`config.mk`:
```
export PLATFORM = sky130hd
export DESIGN_NAME = register_file_custom
export DESIGN_NICKNAME = d
export VERILOG_FILES = /design/src/rtl/register_file_custom.sv
export SDC_FILE = /design/constraint.sdc
export NUM_CORES = 2
export LEC_CHECK = 0
export BUFFER_PORTS_ARGS = -buffer_cell sky130_fd_sc_hd__buf_2
export CORE_UTILIZATION = 60
export CTS_CLUSTER_SIZE = 14
export DETAILED_ROUTE_END_ITERATION = 6
export PLACE_DENSITY = 0.74
export REMOVE_ABC_BUFFERS = 1
export SYNTH_ARGS = -nofsm -noshare
export SYNTH_HDL_FRONTEND = slang
export SYNTH_SLANG_ARGS = --single-unit
```
`constraint.sdc`:
```
create_clock -name clk -period 72.1 [get_ports clk]
set_input_delay 21.63 -clock clk [delete_from_list [all_inputs] [get_ports clk]]
set_output_delay 21.63 -clock clk [all_outputs]
set_load 0.02 [all_outputs]
```
`src/rtl/register_file_custom.sv`:
```
// Architectural register file: DEPTH x WIDTH entries, one write port, two
// combinational read ports, optional hardwired-zero entry 0, optional
// write-to-read bypass and a synchronous bulk clear.
module register_file_custom #(
   parameter int unsigned       WIDTH     = 32,
   parameter int unsigned       DEPTH     = 32,
   parameter bit                ZERO_REG  = 1'b1,
   parameter bit                BYPASS    = 1'b1,
   parameter logic [WIDTH-1:0]  RESET_VAL = '0,
   localparam int unsigned      ADDR_W    = $clog2(DEPTH)
) (
   input  logic              clk,
   input  logic              reset,
   input  logic              clr,
   input  logic              we,
   input  logic [ADDR_W-1:0] waddr,
   input  logic [WIDTH-1:0]  wdata,
   input  logic [ADDR_W-1:0] raddr1,
   output logic [WIDTH-1:0]  rdata1,
   input  logic [ADDR_W-1:0] raddr2,
   output logic [WIDTH-1:0]  rdata2
);

   logic [WIDTH-1:0] mem [DEPTH];

   logic wr_ok;      // waddr names a real, writable entry
   logic wr_fire;    // a write will land at the next edge
   logic byp_live;   // same-cycle forwarding of wdata is allowed
   logic rd1_ok;
   logic rd2_ok;

   // Address qualification for the write and both read ports
   always_comb begin
      wr_ok    = (32'(waddr) < DEPTH) && !(ZERO_REG && (waddr == '0));
      wr_fire  = we && !clr && wr_ok;
      byp_live = BYPASS && wr_fire && !reset;
      rd1_ok   = (32'(raddr1) < DEPTH) && !(ZERO_REG && (raddr1 == '0));
      rd2_ok   = (32'(raddr2) < DEPTH) && !(ZERO_REG && (raddr2 == '0));
   end

   // Storage: async reset and sync clear both load RESET_VAL; clear beats write
   always_ff @(posedge clk or posedge reset) begin
      if (reset) begin
         for (int unsigned i = 0; i < DEPTH; i++) mem[i] <= RESET_VAL;
      end else if (clr) begin
         for (int unsigned i = 0; i < DEPTH; i++) mem[i] <= RESET_VAL;
      end else if (wr_fire) begin
         mem[waddr] <= wdata;
      end
   end

   // Read port 1: zero for hardwired/out-of-range entries, else bypass or stored
   always_comb begin
      rdata1 = '0;
      if (rd1_ok) begin
         if (byp_live && (raddr1 == waddr)) rdata1 = wdata;
         else                               rdata1 = mem[raddr1];
      end
   end

   // Read port 2: same selection as port 1
   always_comb begin
      rdata2 = '0;
      if (rd2_ok) begin
         if (byp_live && (raddr2 == waddr)) rdata2 = wdata;
         else                               rdata2 = mem[raddr2];
      end
   end

endmodule

```
=== Word level (Yosys, flattened, before mapping) ===
Index checks and enable logic that the tools add are counted.

* Magnitude comparators: 4
* Equal/unequal tests: 2
* Multiplexer cells: 15
* Bitwise logic cells: 3
* Reductions and logical operators: 13

{| class="wikitable"
|+ Operators by type and width
! cell !! count
|-
| $mux 1024 || 2
|-
| $bwmux 1024 || 1
|-
| $bmux 32 s5 || 2
|-
| $mux 32 || 9
|-
| $demux 32 s5 || 1
|-
| $ge 6x6->1 const B || 3
|-
| $not 5->6 || 3
|-
| $logic_not 5->1 || 3
|-
| $eq 5x5->1 || 2
|-
| $logic_and 1x1->1 || 6
|-
| $lt 6x1->1 const B || 1
|-
| $logic_not 1->1 || 3
|-
| $reduce_bool 2->1 || 1
|}

* Bits in registers: 1,024
* Output and inout bits: 64
* Word-level logic and storage cells: 69

=== Longest topological paths before layout ===
* Depth after elaboration: 8
* Gate-level depth with buffers: 9

=== Worst setup path after synthesis ===
Ideal clock, no wire load.

* Path type: in2out
* Start: input port reset
* End: output port rdata2[0]
* Arrival: 46,506 ps
* Data required time: 50,470 ps
* Path slack: 3,964 ps
* Stages: 6
* Buffers on the path: 2
* Cells stage by stage: inv_1 nand4b_1 or2_1 clkbuf_1 clkbuf_1 a311oi_1

* Cells in the longest elaborated chain, start to end: 5

{| class="wikitable"
|+ RTL lines
! element !! RTL line !! RTL
|-
| start: declaration || 13 || <nowiki>input logic reset,</nowiki>
|-
| $logic_not 1->1 (no line) || - ||
|-
| $logic_and 1x1->1 || 36 || <nowiki>byp_live = BYPASS && wr_fire && !reset;</nowiki>
|-
| $logic_and 1x1->1 || 65 || <nowiki>if (byp_live && (raddr2 == waddr)) rdata2 = wdata;</nowiki>
|-
| $mux 32 || 65 ||
|-
| $mux 32 || 64 || <nowiki>if (rd2_ok) begin</nowiki>
|-
| end: declaration || 21 || <nowiki>output logic [WIDTH-1:0] rdata2</nowiki>
|}

Every way passes these cells.

=== Final worst setup path ===
* Start: input port raddr2[1]
* End: output port rdata2[8]

* Cells in the longest elaborated chain, start to end: 6

{| class="wikitable"
|+ RTL lines
! element !! RTL line !! RTL
|-
| start: declaration || 20 || <nowiki>input logic [ADDR_W-1:0] raddr2,</nowiki>
|-
| $not 5->6 (not written as such) || 66 || <nowiki>else rdata2 = mem[raddr2];</nowiki>
|-
| $bmux 32 s5 || 66 ||
|-
| $mux 32 (not written as such) (2 in series) || 66 ||
|-
| $mux 32 || 65 ||
|-
| $mux 32 * || 64 ||
|}

Mark *: on every way between the ends. The rest lies on a longest branch, timed or not. The select of a mux whose other input is x is not followed.

==> flow_metrics.tcl <==
set metrics [dict create \
    outcome "finished, violations left" \
    violations "DRC, capacitance limit, slew limit" \
    cts_buffers 110 \
    ys.flop_type "dfrtp_1" \
    antenna_found_initial 11 \
    cts-root-buf "clkbuf_16" \
    end_kind "primary output" \
    grt_max_degree 211 \
    max_freq_mhz 20.7 \
    synthArstFlopShare_pct 100 \
    min_period_ns 48.28 \
    fp.dieH_um 314 \
    synth_top_area_cell "dfrtp_1" \
    drive_gt1_share_pct 13.0 \
    grt_pass1_vias 51986 \
    syn2layout_area_growth_pct 7.09 \
    ys_types 61 \
    pin_count 115 \
    vias_per_cell 7.07 \
    die_w_um 314 \
    period_share_pct 67.0 \
    grt_overflow 0 \
    grt_pass1_wl_mm 321 \
    finalWirelength_mm 213 \
    place_area_um2 58800 \
    drc_errors 3 \
    p_per_area_nw_per_um2 21.1 \
    start_util_pct 60.5 \
    startpoint "raddr2[1]" \
    critPathArrivalTime_ns 26.65 \
    rrSetupSlack_ns 71.29 \
    grt_use_total_pct 43.2 \
    largest_register "mem" \
    wl_per_cell_um 29.0 \
    worst-path-max-fanout 64 \
    fin_area_um2 62700 \
    fin_skew_ns 0 \
    post_cts_buffers 0 \
    syn_area_per_cell_um2 9.27 \
    place.gp.congestion 0.937 \
    mostFrequentLayoutCells "nand2_1 (2060), dfrtp_1 (1024), a21oi_1 (1020)" \
    slew_viol_final 33 \
    endpoint "rdata2[8]" \
    path_clk_slew_ns 0.06 \
    dieArea_um2 98800 \
    p_leak_nw 25.4 \
    cp.required_ns 50.47 \
    setup_violations 0 \
    r2r_end "mem[700]" \
    num-nets-final 6029 \
    min_path_cells 1 \
    tritoncts "built" \
    dr.pass1.iters 7 \
    peakVddDrop_mv 0.0207 \
    ant_nets 0 \
    cts_buffer_depth 3 \
    worst_pin_slew_ns 1.51 \
    ys_seq_elements 1024 \
    cts_resized 0 \
    seq_area_frac_synth_pct 43.8 \
    maxCapViolCount 1 \
    rr_startpoint "mem[700]" \
    hpwlAfterDp_mm 121 \
    synth_top_area_share_pct 43.8 \
    synth_enable_flop_cells 0 \
    yosysWarnings 0 \
    rsz0062_at_grt "false" \
    rr_worst_depth 2 \
    vias 51972 \
    drt_iter0_drc 7830 \
    ctsHoldBuffers 0 \
    cp-start-kind "input pin" \
    row_count 114 \
    htree_num_levels 3 \
    synthTopCellsByArea "dfrtp_1 (44%), nand2_1 (13%), mux4_2 (10%), a21oi_1 (8.7%), mux2i_1 (8.5%)" \
    clock_latency_ns 0.70 \
    mostFrequentLayoutCell "nand2_1" \
    largestRegisters "mem x1024" \
    crit_type "input pin to primary output" \
    clock-sinks 1024 \
    slew_headroom_pct -0.777 \
    synthCells 6312 \
    power_mw 1.32 \
    core_area_um2 96700 \
    hold_path.class "register to register" \
    syn_area_um2 58500 \
    portBuffers 114 \
    hold_viol 0 \
    largest_reg_flops 1024 \
]
## synth_stat cells, types with 4 or more instances
master	n
dfrtp_1	1024
nand2b_1	4
o221ai_1	18
a22oi_1	102
buf_12	4
nor2_1	70
buf_8	7
o22a_1	13
nor2_2	6
xor2_1	6
clkbuf_1	439
a311oi_1	32
nand3_1	5
clkbuf_2	5
or3_1	26
a21oi_1	1020
o31a_1	10
o311a_1	25
o211ai_1	77
nor3_1	34
buf_2	142
o21ai_1	25
mux4_1	10
xnor2_1	4
a211oi_2	21
nor3b_1	5
mux2i_1	498
or2_1	4
nor2b_1	63
mux4_2	272
buf_1	20
a22o_1	18
buf_4	41
o21ai_0	5
and3_1	6
a221oi_1	112
nand2_1	2072
buf_6	25
## area by class of cell
type	instances	area, um2
fillers	7790	34100
clock inverters	43	518
multi-input cells	4602	30000
flip-flops and latches	1024	25600
well taps	1276	1600
clock buffers	157	3280
diodes	6	15.0
repair buffers	237	1630
inverters	3	18.8
## critical path, cell delays in order
cell and delay, ns:
buf_8 0.39, buf_4 0.94, buf_4 0.84, nor2_4 0.48, a221oi_1 0.42, o221ai_1 0.36
a311oi_1 1.08, buf_2 0.33
## how the worst min path moves through the flow
stage	start	to	slack [ns]
final	mem[1004]	mem[1004]	0.53
after CTS	mem[1020]	mem[1020]	0.53
after global placement	mem[1022]	mem[1022]	0.50
after global routing	mem[1021]	mem[1021]	0.54
after floorplan	mem[1022]	mem[1022]	0.48
after detailed placement	mem[1020]	mem[1020]	0.51
## stage by stage
stage / hold slack [ns] / TNS, ns / cells / setup slack, ns / util, %
floorplan: 0.481 / -175.00 / 5629 / -2.94 / -
global route: 0.543 / 0 / 7342 / 23.88 / 64.8
detailed placement: 0.507 / 0 / 7142 / 24.31 / 60.8
CTS: 0.527 / 0 / 7342 / 24.28 / 64.8
global placement: 0.502 / 0 / 7142 / 24.30 / 60.8
finish: 0.528 / 0 / 7348 / 23.82 / 64.8
## where the power goes
part / switching, mW / leakage [nW] / internal (mW) / total, mW
registers: 0.00306 / 14.3 / 0.579 / 0.582
logic: 0.104 / 9.19 / 0.0370 / 0.141
clock network: 0.246 / 1.90 / 0.354 / 0.600
## cells by family (layout without fill, tap and decap cells)
| family | count (synthesis) | count (layout) | share of synthesized area [%] |
|---|---|---|---|
| mux | 783 | 783 | 19.5 |
| flops | 1024 | 1024 | 43.8 |
| other cells | 0 | 6 | 0 |
| compound gates | 1492 | 1492 | 15.4 |
| xor+xnor | 10 | 10 | 0.150 |
| simple gates | 2317 | 2317 | 15.6 |
| buf+inv | 686 | 440 | 5.55 |
## per-layer routing
metal	track usage, %	up-vias	part of all wire (%)
met5	0	-	0.045
li1	-	21440	-
met2	62.8	3954	44
met1	55.4	25533	35
met4	26.8	14	7.1
met3	14.9	1031	14
Power figures use the tool's default switching activity.
